===== src/rtl/bus_reg_bank_if.sv =====
// bus_reg_bank_if
//   Command and data-bus bundle for bus_reg_bank.
//   Parameters: WIDTH (bus/register width), ADDR_W (register address width).
//   Signals:
//     cmd_valid / cmd_ready  command handshake (master -> bank / bank -> master)
//     cmd_op [2:0]           operation code
//     cmd_addr, cmd_src      target and source register addresses
//     bus_in                 value consumed by LOAD
//     bus_out, bus_oe        registered bus drive value and its one-cycle enable
//   Modports: master (sequencer side), slave (register bank side).
interface bus_reg_bank_if #(
  parameter int WIDTH  = 8,
  parameter int ADDR_W = 2
);
  logic              cmd_valid;
  logic              cmd_ready;
  logic [2:0]        cmd_op;
  logic [ADDR_W-1:0] cmd_addr;
  logic [ADDR_W-1:0] cmd_src;
  logic [WIDTH-1:0]  bus_in;
  logic [WIDTH-1:0]  bus_out;
  logic              bus_oe;

  modport master (
    output cmd_valid, cmd_op, cmd_addr, cmd_src, bus_in,
    input  cmd_ready, bus_out, bus_oe
  );

  modport slave (
    input  cmd_valid, cmd_op, cmd_addr, cmd_src, bus_in,
    output cmd_ready, bus_out, bus_oe
  );
endinterface


===== src/rtl/bus_reg_bank.sv =====
// bus_reg_bank
//   Bank of DEPTH registers of WIDTH bits behind a valid/ready command port.
//   Operations: NOP, LOAD, OUT, INC, DEC, CLR, MOV (two-cycle register move).
//   Optional feature: define BANK_FLAGS_EN to build the zero/carry flags;
//   without it flag_zero and flag_carry are tied low.
//   Ports:
//     clk        clock, all state changes on the rising edge
//     rst        synchronous active-high reset
//     bus        bus_reg_bank_if.slave: command handshake, bus_in, bus_out/bus_oe
//     mon_addr   monitor read address
//     mon_value  combinational read of the addressed register (0 when out of range)
//     flag_zero  last written value was zero
//     flag_carry last INC wrapped or last DEC borrowed
module bus_reg_bank #(
  parameter int WIDTH = 8,
  parameter int DEPTH = 4,
  localparam int ADDR_W = (DEPTH > 1) ? $clog2(DEPTH) : 1
) (
  input  logic              clk,
  input  logic              rst,
  bus_reg_bank_if.slave     bus,
  input  logic [ADDR_W-1:0] mon_addr,
  output logic [WIDTH-1:0]  mon_value,
  output logic              flag_zero,
  output logic              flag_carry
);

  localparam logic [2:0] OP_LOAD = 3'd1;
  localparam logic [2:0] OP_OUT  = 3'd2;
  localparam logic [2:0] OP_INC  = 3'd3;
  localparam logic [2:0] OP_DEC  = 3'd4;
  localparam logic [2:0] OP_CLR  = 3'd5;
  localparam logic [2:0] OP_MOV  = 3'd6;

  // One extra bit so the range check also works when DEPTH is a power of two.
  localparam logic [ADDR_W:0] DEPTH_W = (ADDR_W + 1)'(DEPTH);

  function automatic logic in_range(input logic [ADDR_W-1:0] a);
    return ({1'b0, a} < DEPTH_W);
  endfunction

  typedef enum logic [1:0] {IDLE, MOV_RD, MOV_WR} state_t;

  state_t            r_state;
  state_t            w_state_next;
  logic [WIDTH-1:0]  r_regs [DEPTH];
  logic [ADDR_W-1:0] r_mov_dst;
  logic [ADDR_W-1:0] r_mov_src;
  logic [WIDTH-1:0]  r_temp;
  logic [WIDTH-1:0]  r_bus_out;
  logic              r_bus_oe;

  logic              w_accept;
  logic              w_addr_ok;
  logic              w_mov_ok;
  logic [WIDTH-1:0]  w_tgt_value;
  logic              w_wr_en;
  logic [ADDR_W-1:0] w_wr_addr;
  logic [WIDTH-1:0]  w_wr_data;
  logic              w_out_fire;

  assign bus.cmd_ready = (r_state == IDLE);
  assign bus.bus_out   = r_bus_out;
  assign bus.bus_oe    = r_bus_oe;

  assign w_accept    = bus.cmd_valid && (r_state == IDLE);
  assign w_addr_ok   = in_range(bus.cmd_addr);
  assign w_mov_ok    = in_range(r_mov_dst) && in_range(r_mov_src);
  assign w_tgt_value = r_regs[bus.cmd_addr];

  // Monitor sees pre-edge contents; no bypass of a write happening this cycle.
  assign mon_value = in_range(mon_addr) ? r_regs[mon_addr] : '0;

  always_ff @(posedge clk) begin
    if (rst) begin
      r_state <= IDLE;
    end else begin
      r_state <= w_state_next;
    end
  end

  // Next state plus the single shared write port into the register array.
  always_comb begin
    w_state_next = r_state;
    w_wr_en      = 1'b0;
    w_wr_addr    = bus.cmd_addr;
    w_wr_data    = w_tgt_value;
    w_out_fire   = 1'b0;
    case (r_state)
      IDLE: begin
        if (w_accept) begin
          case (bus.cmd_op)
            OP_LOAD: begin
              w_wr_en   = w_addr_ok;
              w_wr_data = bus.bus_in;
            end
            OP_OUT:  w_out_fire = w_addr_ok;
            OP_INC: begin
              w_wr_en   = w_addr_ok;
              w_wr_data = w_tgt_value + WIDTH'(1);
            end
            OP_DEC: begin
              w_wr_en   = w_addr_ok;
              w_wr_data = w_tgt_value - WIDTH'(1);
            end
            OP_CLR: begin
              w_wr_en   = w_addr_ok;
              w_wr_data = '0;
            end
            // Out-of-range MOV still walks both busy states; the write is suppressed.
            OP_MOV:  w_state_next = MOV_RD;
            default: ;
          endcase
        end
      end
      MOV_RD: w_state_next = MOV_WR;
      MOV_WR: begin
        w_state_next = IDLE;
        w_wr_en      = w_mov_ok;
        w_wr_addr    = r_mov_dst;
        w_wr_data    = r_temp;
      end
      default: w_state_next = IDLE;
    endcase
  end

  always_ff @(posedge clk) begin
    if (rst) begin
      r_mov_dst <= '0;
      r_mov_src <= '0;
      r_temp    <= '0;
      r_bus_out <= '0;
      r_bus_oe  <= 1'b0;
    end else begin
      r_bus_oe <= w_out_fire;
      if (w_out_fire) begin
        r_bus_out <= w_tgt_value;
      end
      if (w_accept && (bus.cmd_op == OP_MOV)) begin
        r_mov_dst <= bus.cmd_addr;
        r_mov_src <= bus.cmd_src;
      end
      if ((r_state == MOV_RD) && in_range(r_mov_src)) begin
        r_temp <= r_regs[r_mov_src];
      end
    end
  end

  for (genvar gi = 0; gi < DEPTH; gi++) begin : g_reg
    always_ff @(posedge clk) begin
      if (rst) begin
        r_regs[gi] <= '0;
      end else if (w_wr_en && (w_wr_addr == ADDR_W'(gi))) begin
        r_regs[gi] <= w_wr_data;
      end
    end
  end

`ifdef BANK_FLAGS_EN
  logic w_wr_carry;
  logic r_flag_zero;
  logic r_flag_carry;

  // Carry only comes from an INC of all-ones or a DEC of zero; every other write clears it.
  assign w_wr_carry = (r_state == IDLE) &&
                      (((bus.cmd_op == OP_INC) && (&w_tgt_value)) ||
                       ((bus.cmd_op == OP_DEC) && !(|w_tgt_value)));

  always_ff @(posedge clk) begin
    if (rst) begin
      r_flag_zero  <= 1'b0;
      r_flag_carry <= 1'b0;
    end else if (w_wr_en) begin
      r_flag_zero  <= (w_wr_data == '0);
      r_flag_carry <= w_wr_carry;
    end
  end

  assign flag_zero  = r_flag_zero;
  assign flag_carry = r_flag_carry;
`else
  assign flag_zero  = 1'b0;
  assign flag_carry = 1'b0;
`endif

endmodule


===== src/flat_wrapper.sv =====
// flat-port wrapper written by rule: the top's interface ports become plain ports
module bus_reg_bank_flat 
#(
  parameter int WIDTH = 8,
  parameter int DEPTH = 4,
  localparam int ADDR_W = (DEPTH > 1) ? $clog2(DEPTH) : 1
)
  (clk, rst, mon_addr, mon_value, flag_zero, flag_carry, bus_cmd_valid, bus_cmd_op, bus_cmd_addr, bus_cmd_src, bus_bus_in, bus_cmd_ready, bus_bus_out, bus_bus_oe);
  bus_reg_bank_if #(.WIDTH(WIDTH), .ADDR_W((2))) bus_i ();
  input  logic clk;
  input  logic rst;
  input  logic [ADDR_W-1:0] mon_addr;
  output logic [WIDTH-1:0] mon_value;
  output logic flag_zero;
  output logic flag_carry;
  input wire logic [$bits(bus_i.cmd_valid)-1:0] bus_cmd_valid;
  input wire logic [$bits(bus_i.cmd_op)-1:0] bus_cmd_op;
  input wire logic [$bits(bus_i.cmd_addr)-1:0] bus_cmd_addr;
  input wire logic [$bits(bus_i.cmd_src)-1:0] bus_cmd_src;
  input wire logic [$bits(bus_i.bus_in)-1:0] bus_bus_in;
  output wire logic [$bits(bus_i.cmd_ready)-1:0] bus_cmd_ready;
  output wire logic [$bits(bus_i.bus_out)-1:0] bus_bus_out;
  output wire logic [$bits(bus_i.bus_oe)-1:0] bus_bus_oe;
  assign bus_i.cmd_valid = bus_cmd_valid;
  assign bus_i.cmd_op = bus_cmd_op;
  assign bus_i.cmd_addr = bus_cmd_addr;
  assign bus_i.cmd_src = bus_cmd_src;
  assign bus_i.bus_in = bus_bus_in;
  assign bus_cmd_ready = bus_i.cmd_ready;
  assign bus_bus_out = bus_i.bus_out;
  assign bus_bus_oe = bus_i.bus_oe;
  bus_reg_bank #(.WIDTH(WIDTH), .DEPTH(DEPTH)) u_core (.clk(clk), .rst(rst), .bus(bus_i), .mon_addr(mon_addr), .mon_value(mon_value), .flag_zero(flag_zero), .flag_carry(flag_carry));
endmodule

===== config.mk =====
export PLATFORM = sky130hd
export DESIGN_NAME = bus_reg_bank_flat
export DESIGN_NICKNAME = d
export VERILOG_FILES = /design/src/rtl/bus_reg_bank_if.sv /design/src/rtl/bus_reg_bank.sv /design/src/flat_wrapper.sv
export SDC_FILE = /design/constraint.sdc
export NUM_CORES = 1
export LEC_CHECK = 0
export ABC_AREA = 0
export BUFFER_PORTS_ARGS = -buffer_cell sky130_fd_sc_hd__buf_2
export CAP_MARGIN = 20
export CORE_UTILIZATION = 58
export DETAILED_ROUTE_END_ITERATION = 6
export HOLD_SLACK_MARGIN = 0.15
export PLACE_DENSITY = 0.8
export SYNTH_ARGS = -nofsm -noshare
export SYNTH_HDL_FRONTEND = slang
export SYNTH_SLANG_ARGS = --single-unit

===== constraint.sdc =====
create_clock -name clk -period 4.1 [get_ports clk]
set_input_delay 0.615 -clock clk [delete_from_list [all_inputs] [get_ports clk]]
set_output_delay 0.615 -clock clk [all_outputs]
set_load 0.05 [all_outputs]

==> results of run 1 <==
[synthesized netlist by cell type, types with 2 or more instances]
master and count:
nor2_1 47, nand2_1 38, edfxtp_1 32, dfxtp_1 23
mux4_2 23, mux2i_1 17, a21oi_1 15, nor2b_1 14
a21o_1 7, clkbuf_1 7, nand2b_1 7, ha_1 6
o21ai_0 6, buf_4 5, a222oi_1 4, buf_1 3
buf_2 3, xnor2_1 3, mux2_2 2, nand3_1 2
nor3b_1 2, o221ai_1 2, o31ai_1 2, or2_2 2
xor2_1 2
[per-stage QoR]
step	hold WS, ps	power, mW	utilization (%)	setup slack [ps]
2_1_floorplan	436	0.811	-	1010
3_3_place_gp	443	0.860	65.1	639
3_5_place_dp	451	0.868	65.1	542
4_1_cts	465	1.16	66.7	867
5_1_grt	495	1.20	66.7	662
6_report	464	1.15	66.7	847
[metal layers]
layer | vias up | global-route usage (%)
met5 | - | 0
met4 | 0 | 8.65
met3 | 12 | 4.19
met2 | 99 | 44.2
met1 | 1196 | 35.9
li1 | 1132 | -
[worst max-delay path, stage by stage]
cell      delay, ps
buf_2           280
mux4_2          600
ha_1            370
nand2b_1        110
o21ai_0          90
mux2_2          270
a221o_1         290
o31ai_1         560
nor2_1          100
[report_power, final]
part	switching, mW	internal, mW
clock	0.176	0.118
sequential	0.0176	0.604
combinational	0.146	0.0910
total	0.340	0.812
[registers in the layout (all words and copies together) (netlist names)]
register / count
u_core.r_regs: 32
u_core.bus.bus_out: 8
u_core.r_temp: 8
u_core.r_mov_dst: 2
u_core.r_mov_src: 2
u_core.r_state: 2
u_core.bus.bus_oe: 1
[final cells by class]
class                      count  share of cell area (%)
sequential                    55                    40.7
clock buffer                   5                    1.97
multi-input combinational    221                    49.2
timing repair buffer          37                    5.30
tap                           70                    2.51
clock inverter                 2                   0.358
[how the worst max path moves through the flow]
| stage | to | slack, ps | cells after the start |
|---|---|---|---|
| finish | u_core.r_regs[0][6]$_SDFFCE_PN0P_ | 850 | 9 |
| global route | u_core.r_regs[3][6]$_SDFFCE_PN0P_ | 660 | 9 |
| CTS | u_core.r_regs[3][6]$_SDFFCE_PN0P_ | 870 | 9 |
| detailed placement | u_core.r_regs[3][6]$_SDFFCE_PN0P_ | 540 | 9 |
| global placement | u_core.r_regs[1][6]$_SDFFCE_PN0P_ | 640 | 9 |
| floorplan | u_core.r_regs[0][6]$_SDFFCE_PN0P_ | 1010 | 9 |
[cells by family (layout without fill, tap and decap cells)]
family	Yosys count	in the layout	share of synthesized area [%]
other cells	1	2	0.116
compound gates	47	47	9.93
xor+xnor	5	5	1.36
mux	42	42	22.0
simple gates	118	118	16.8
flops	55	55	44.1
buf+inv	18	44	2.79
fa+ha+maj	7	7	2.95
==> out/results.ini, run 1 <==
[logic_synthesis]
syn_area_um2 = 3230
synth_ff_type = edfxtp_1
syn_avg_cell_area_um2 = 11.0
synth_area_leaders = edfxtp_1 30%, mux4_2 16%, dfxtp_1 14%, nor2_1 5.5%, mux2i_1 5.3%
synth_top_area_share_pct = 29.8
ys_seq_elements = 55
seq_area_frac_synth_pct = 44.1
synth_edf_count = 32
synth_top_cell_by_area = edfxtp_1
yosysWarnings = 0
synth_cells = 293
ys_async_sr_fraction_pct = 0
synthDistinctLibCells = 44

[timing]
drv_slew = 0
rsz0062_at_grt = false
setup_viol = 0
fin_crit_sh_pct = 79.3
clock_skew_ps = 5.63
fin_crit_ps = 3250
final.setup.tns_ps = 0
slew_headroom_pct = 34.3
fmax_mhz = 307
hold_viol_final = 0
tightestPinTransition_ps = 984

[die]
core_um2 = 5240
fp-row-count = 26
die_y_um = 76.6
initial_core_util_pct = 61.6
die_area_um2 = 5860
ios = 40
die_x_um = 76.6

[detailed_routing]
ant_nets = 0
avgRoutedWirePerCell_um = 18.8
highest_layer = met4
wl_met1_mm = 3.08
vias = 2439
route.met3.wl_um = 485
drtIter0Drc = 252
viasPerCell = 6.25
wl_met2_mm = 3.65
drtPass1Iterations = 4
wirelength_mm = 7.34
drcViolationCount = 0

[placed_design]
portBuffers = 37
placed_cells = 383
gp_congestion = 0.937
dp_hpwl_mm = 5.61
place_area_um2 = 3410

[critical_path]
reg2regPathDepth = 8
cp.required_ps = 4150
arrival_ps = 3300
worstPathMaxFanout = 13
r2r_end = u_core.r_regs[0][6]$_SDFFCE_PN0P_
cp-end-kind = flip-flop
cp-start-kind = primary input
startpoint = bus_cmd_addr[0]
rr_startpoint = u_core.r_regs[3][6]$_SDFFCE_PN0P_
critPathKind = in -> reg
r2r_slack_ps = 1050

[cells_and_area]
diodes = 0
final_common_cell = nor2_1
nFillCells = 438
stdcell_area_um2 = 3490
most-common-layout-cells = 47 x nor2_1, 38 x nand2_1, 37 x buf_2
drive_gt1_share_pct = 22.2
regArea_um2 = 1420
multi_input_area_um2 = 1720
layout.nets = 347
final_cells = 390
area_growth_pct = 8.30

[clock_network]
cts_resized = 0
cts_root_buffer = clkbuf_8
clock_sinks = 55
cts-htree-levels = 2
post_cts.repair.setup_buffers = 0
cts_hold_buf = 0
numCtsBuffers = 5
clock_latency_ps = 310
cts_tree = done
clk_pin_slew_ps = 100
clockBufferDepth = 2

[grt]
grt_pass1_wl_mm = 12.1
globalRouteOverflowTotal = 0
track_usage_pct = 26.7
antenna_found_initial = 0
first_global_vias = 2388
grt_start_max_net_pins = 30

[pwr]
p_leak_nw = 1.35
powerDensity_nw_per_um2 = 330
vdd_drop_max_mv = 0.201

[run_status]
status = completed

[min_path]
hold_path_class = reg -> reg
hold_path_depth = 2
hold_start = u_core.r_temp[5]$_SDFFE_PP0N_
hold_end = u_core.r_temp[5]$_SDFFE_PP0N_

[run]
max_cap_violations = 0

Power figures use the tool's default switching activity.
==> inputs of run 2 (changes only) <==
--- a/config.mk
+++ b/config.mk
@@ -8,10 +8,10 @@
 export ABC_AREA = 0
 export BUFFER_PORTS_ARGS = -buffer_cell sky130_fd_sc_hd__buf_2
 export CAP_MARGIN = 20
-export CORE_UTILIZATION = 58
+export CORE_UTILIZATION = 52
 export DETAILED_ROUTE_END_ITERATION = 6
 export HOLD_SLACK_MARGIN = 0.15
-export PLACE_DENSITY = 0.8
+export PLACE_DENSITY = 0.76
 export SYNTH_ARGS = -nofsm -noshare
 export SYNTH_HDL_FRONTEND = slang
 export SYNTH_SLANG_ARGS = --single-unit
==> constraint.sdc (replaced) <==
create_clock -name clk -period 2.6 [get_ports clk]
set_input_delay 0.39 -clock clk [delete_from_list [all_inputs] [get_ports clk]]
set_output_delay 0.39 -clock clk [all_outputs]
set_load 0.05 [all_outputs]
==> run 2 against run 1 <==
The run now ends with negative setup slack left. Highest routed layer unchanged. Worst hold slack got worse by 150 ps. Largest cell class unchanged. Worst setup slack got worse by 960 ps. Wire length is 17% higher. Flip-flop and latch count stayed put. Sequential share of layout area is 6.0 points lower. Total power grew 73%.
==> out/results.ini, run 2 (synthesis results as in run 1) <==
[die]
die_y_um = 80.8
die_area_um2 = 6520
die_x_um = 80.8
core_um2 = 5960
fp-row-count = 28
initial_core_util_pct = 54.2
ios = 40

[detailed_routing]
ant_nets = 0
drtPass1Iterations = 5
viasPerCell = 6.02
drtIter0Drc = 353
avgRoutedWirePerCell_um = 18.9
drcViolationCount = 0
vias = 2726
wirelength_mm = 8.58

[cells_and_area]
layout.nets = 404
final_common_cell = buf_4
most-common-layout-cells = 57 x buf_4, 45 x nor2_1, 38 x nand2_1
utilization_pct = 68.7
regMostFlops = u_core.r_regs
drive_gt1_share_pct = 39.4
diodes = 0
largest_reg_flops = 32
area_growth_pct = 26.9

[min_path]
hold_path_class = in -> reg
hold_start = bus_cmd_src[1]

[clock_network]
clk_pin_slew_ps = 110
clock_sinks = 55
clockBufferDepth = 2
numCtsBuffers = 5
cts_hold_buf = 0
cts-htree-levels = 2
cts_root_buffer = clkbuf_8
clock_latency_ps = 310
cts_tree = done

[timing]
rsz0062_at_grt = true
drv_slew = 0
final.setup.tns_ps = -581
clock_skew_ps = 5.04
fmax_mhz = 368
hold_viol_final = 0
setup_viol = 8
slew_headroom_pct = 56.7
tightestPinTransition_ps = 649
whs_ps = 316
fin_crit_sh_pct = 104
fin_crit_ps = 2720
worst_slack_ps = -116

[placed_design]
dp_hpwl_mm = 6.25
gp_congestion = 0.881
portBuffers = 37
pre_cts_slack_ps = -390

[run_status]
violations = negative setup slack
status = finished with violations

[pwr]
swShare_pct = 30.5
seqPwrFrac_pct = 48.8
intPower_mw = 1.39
vdd_drop_max_mv = 0.436
pwr-share-clk_pct = 25.0
p_comb_share_pct = 26.2
powerDensity_nw_per_um2 = 488
finalPower_mw = 2.00
p_leak_nw = 1.65
p_sw_uw = 609

[critical_path]
rr_startpoint = u_core.r_regs[3][6]$_SDFFCE_PN0P_
cp-end-kind = flip-flop
critPathKind = reg -> reg
startpoint = u_core.r_regs[3][6]$_SDFFCE_PN0P_
arrival_ps = 2780
cp.required_ps = 2660
cp-start-kind = flip-flop
worstPathMaxFanout = 5

[grt]
track_usage_pct = 27.6
grt_start_max_net_pins = 30
first_global_vias = 2593
globalRouteOverflowTotal = 0
antenna_found_initial = 0
grt_pass1_wl_mm = 13.0

[run]
max_cap_violations = 0

run 2: metrics by stage:
stage	std cells	instance area, um^2
2_1_floorplan	294	3320
3_3_place_gp	438	3870
3_5_place_dp	438	3870
4_1_cts	449	4040
5_1_grt	453	4090
6_report	453	4090
run 2: final timing paths:
kind / cells after the start / slack, ps / to
min: 3 / 320 / u_core.r_mov_src[1]$_SDFFE_PP0P_
min reg2reg: 2 / 470 / u_core.r_temp[4]$_SDFFE_PP0N_
max: 8 / -120 / u_core.r_regs[3][6]$_SDFFCE_PN0P_
max reg2reg: 8 / -120 / u_core.r_regs[3][6]$_SDFFCE_PN0P_
run 2: power groups by stage:
stage	logic (mW)	clock network (mW)	registers (mW)
after detailed placement	0.479	0	0.994
after global placement	0.473	0	0.992
final	0.525	0.500	0.975
after global routing	0.554	0.527	0.978
after floorplan	0.308	0	0.993
after CTS	0.503	0.498	0.974
run 2: final cells by class:
| class | instances | area, um^2 |
|---|---|---|
| clock buffers | 5 | 68.8 |
| well taps | 75 | 93.8 |
| repair buffers | 94 | 628 |
| flip-flops and latches | 55 | 1420 |
| fillers | 451 | 1860 |
| multi-input cells | 221 | 1860 |
| clock inverters | 3 | 23.8 |
run 2: what timing repair did:
item,4_1_cts,5_1_grt
resized for setup,9,9
pin swaps,6,7
buffers inserted,3,4
endpoints found under the setup margin,16,20
run 2: metal layers:
layer | track usage (%) | share of wire, %
met4 | 8.39 | 1.6
met3 | 4.83 | 8.3
met5 | 0 | 0
met1 | 35.0 | 41
met2 | 48.1 | 49
run 2: critical path: stages (launching register included):
cell	delay [ps]
edfxtp_1	410
mux4_2	530
ha_4	320
nand2b_4	130
o21ai_2	50
mux2_4	250
a221o_1	340
o31ai_4	350
nor2_1	90
==> inputs of run 3 (changes only) <==
--- a/config.mk
+++ b/config.mk
@@ -8,10 +8,9 @@
 export ABC_AREA = 0
 export BUFFER_PORTS_ARGS = -buffer_cell sky130_fd_sc_hd__buf_2
 export CAP_MARGIN = 20
-export CORE_UTILIZATION = 52
+export CORE_UTILIZATION = 26
 export DETAILED_ROUTE_END_ITERATION = 6
 export HOLD_SLACK_MARGIN = 0.15
-export PLACE_DENSITY = 0.76
 export SYNTH_ARGS = -nofsm -noshare
 export SYNTH_HDL_FRONTEND = slang
 export SYNTH_SLANG_ARGS = --single-unit
==> constraint.sdc (replaced) <==
create_clock -name clk -period 2.8 [get_ports clk]
set_input_delay 0.42 -clock clk [delete_from_list [all_inputs] [get_ports clk]]
set_output_delay 0.42 -clock clk [all_outputs]
set_load 0.05 [all_outputs]
==> run 3 against run 2 <==
The run now ends clean. Combinational power shrank 16%. Maximum frequency shrank 1.5%. Sequential power shrank 6.9%. Critical endpoint is now u_core.r_regs[0][1]$_SDFFCE_PN0P_. Highest routed layer unchanged. Worst setup slack gained 160 ps. Largest cell class unchanged. Flip-flop and latch count is the same. Critical path depth is the same. Via count shrank 5.0%. Wire length grew 3.6%. Clock skew grew 2.2 ps. Non-clock buffer count shrank 13. Clock power grew 46%. Die area grew 97%.
==> out/results.ini, run 3 (synthesis results as in run 1) <==
[detailed_routing]
viasPerCell = 4.86
drcViolationCount = 0
vias = 2590
drtPass1Iterations = 4
drtIter0Drc = 196
avgRoutedWirePerCell_um = 16.7
wirelength_mm = 8.88
ant_nets = 0

[grt]
track_usage_pct = 14.1
globalRouteOverflowTotal = 0
grt_start_max_net_pins = 30
grt_pass1_wl_mm = 13.9
first_global_vias = 2534
antenna_found_initial = 0

[cells_and_area]
diodes = 0
drive_gt1_share_pct = 34.8
area_growth_pct = 27.7
layout.nets = 391
final_cells = 533
final_common_cell = nor2_1
nFillCells = 1191
stdcell_area_um2 = 4120
largest_reg_flops = 32
regMostFlops = u_core.r_regs
utilization_pct = 34.1
most-common-layout-cells = 47 x nor2_1, 44 x buf_4, 38 x nand2_1

[timing]
fin_crit_sh_pct = 98.4
worst_slack_ps = 43.6
whs_ps = 364
tightestPinTransition_ps = 717
fmax_mhz = 363
slew_headroom_pct = 52.2
drv_slew = 0
clock_skew_ps = 7.21
hold_viol_final = 0
final.setup.tns_ps = 0
setup_viol = 0
fin_crit_ps = 2760

[placed_design]
portBuffers = 37
gp_congestion = 0.797
place_area_um2 = 3850
placed_cells = 518
pre_cts_slack_ps = -355
dp_hpwl_mm = 6.80

[pwr]
p_leak_nw = 1.62
finalPower_mw = 2.08
vdd_drop_max_mv = 0.273
powerDensity_nw_per_um2 = 505

[min_path]
hold_start = bus_cmd_src[1]
hold_path_class = in -> reg

[critical_path]
worstPathMaxFanout = 4
rr_startpoint = u_core.r_regs[1][1]$_SDFFCE_PN0P_
critPathKind = reg -> reg
cp-start-kind = flip-flop
startpoint = u_core.r_regs[1][1]$_SDFFCE_PN0P_
cp.required_ps = 2830
arrival_ps = 2790
cp-end-kind = flip-flop

[die]
ios = 40
die_area_um2 = 12900
die_x_um = 113
initial_core_util_pct = 26.7
fp-row-count = 40
core_um2 = 12100
die_y_um = 113

[run_status]
status = completed

[clock_network]
clk_pin_slew_ps = 80
cts_tree = done
numCtsBuffers = 5
cts_hold_buf = 0
clock_latency_ps = 290
clock_sinks = 55
cts_root_buffer = clkbuf_16
clockBufferDepth = 2
cts-htree-levels = 2

[run]
max_cap_violations = 0

## run 3: cell types whose count changed in the layout (fill, tap and decap cells not counted), moves of 2 or more
| cell | before | now |
|---|---|---|
| nor2_2 | 2 | 0 |
| o21ai_1 | 4 | 2 |
| mux2_4 | 2 | 0 |
| nor2_1 | 45 | 47 |
| ha_4 | 4 | 1 |
| ha_1 | 2 | 5 |
| buf_4 | 57 | 44 |
| clkbuf_8 | 5 | 0 |
| clkbuf_16 | 0 | 5 |
| o21ai_0 | 1 | 3 |
| mux2_2 | 0 | 2 |
## run 3: worst paths after layout
check                                 endpoint  slack [ps]  cells past startpoint
max          u_core.r_regs[0][1]$_SDFFCE_PN0P_          40                      8
max reg2reg  u_core.r_regs[0][1]$_SDFFCE_PN0P_          40                      8
min           u_core.r_mov_src[1]$_SDFFE_PP0P_         360                      3
min reg2reg      u_core.r_temp[4]$_SDFFE_PP0N_         460                      2
## run 3: what timing repair did
action,in CTS,in global routing
pin swaps,1,5
endpoints found under the setup margin,8,24
setup buffers,4,3
gates resized for setup,1,11
## run 3: power breakdown
group / switching [mW] / total, mW / internal (mW) / leakage, nW
logic: 0.245 / 0.442 / 0.196 / 1.02
clock network: 0.303 / 0.730 / 0.428 / 0.0844
registers: 0.0234 / 0.908 / 0.884 / 0.519
total: 0.572 / 2.08 / 1.51 / 1.62
## run 3: layout make-up
cell class              count  area, um^2  share of cell area [%]
multi-input cells         221        1780                    43.3
repair buffers             81         531                    12.9
clock inverters             3        47.5                    1.15
well taps                 168         210                    5.10
flip-flops and latches     55        1420                    34.5
clock buffers               5         125                    3.04
## run 3: worst max-delay path, stage by stage (launching register included)
cell and delay [ps]:
edfxtp_1 410, mux4_2 520, fa_1 490, mux2_2 290, a221oi_2 260, o21ai_2 90, o221ai_2 220, buf_4 170
nor2_1 40
## run 3: routing by layer
| layer | share of wire (%) | wire [um] | global-route usage [%] |
|---|---|---|---|
| met4 | 0.77 | 68 | 3.60 |
| met5 | 0 | 0 | 0 |
| met2 | 49 | 4390 | 24.3 |
| met3 | 6.1 | 539 | 2.55 |
| met1 | 44 | 3890 | 18.2 |
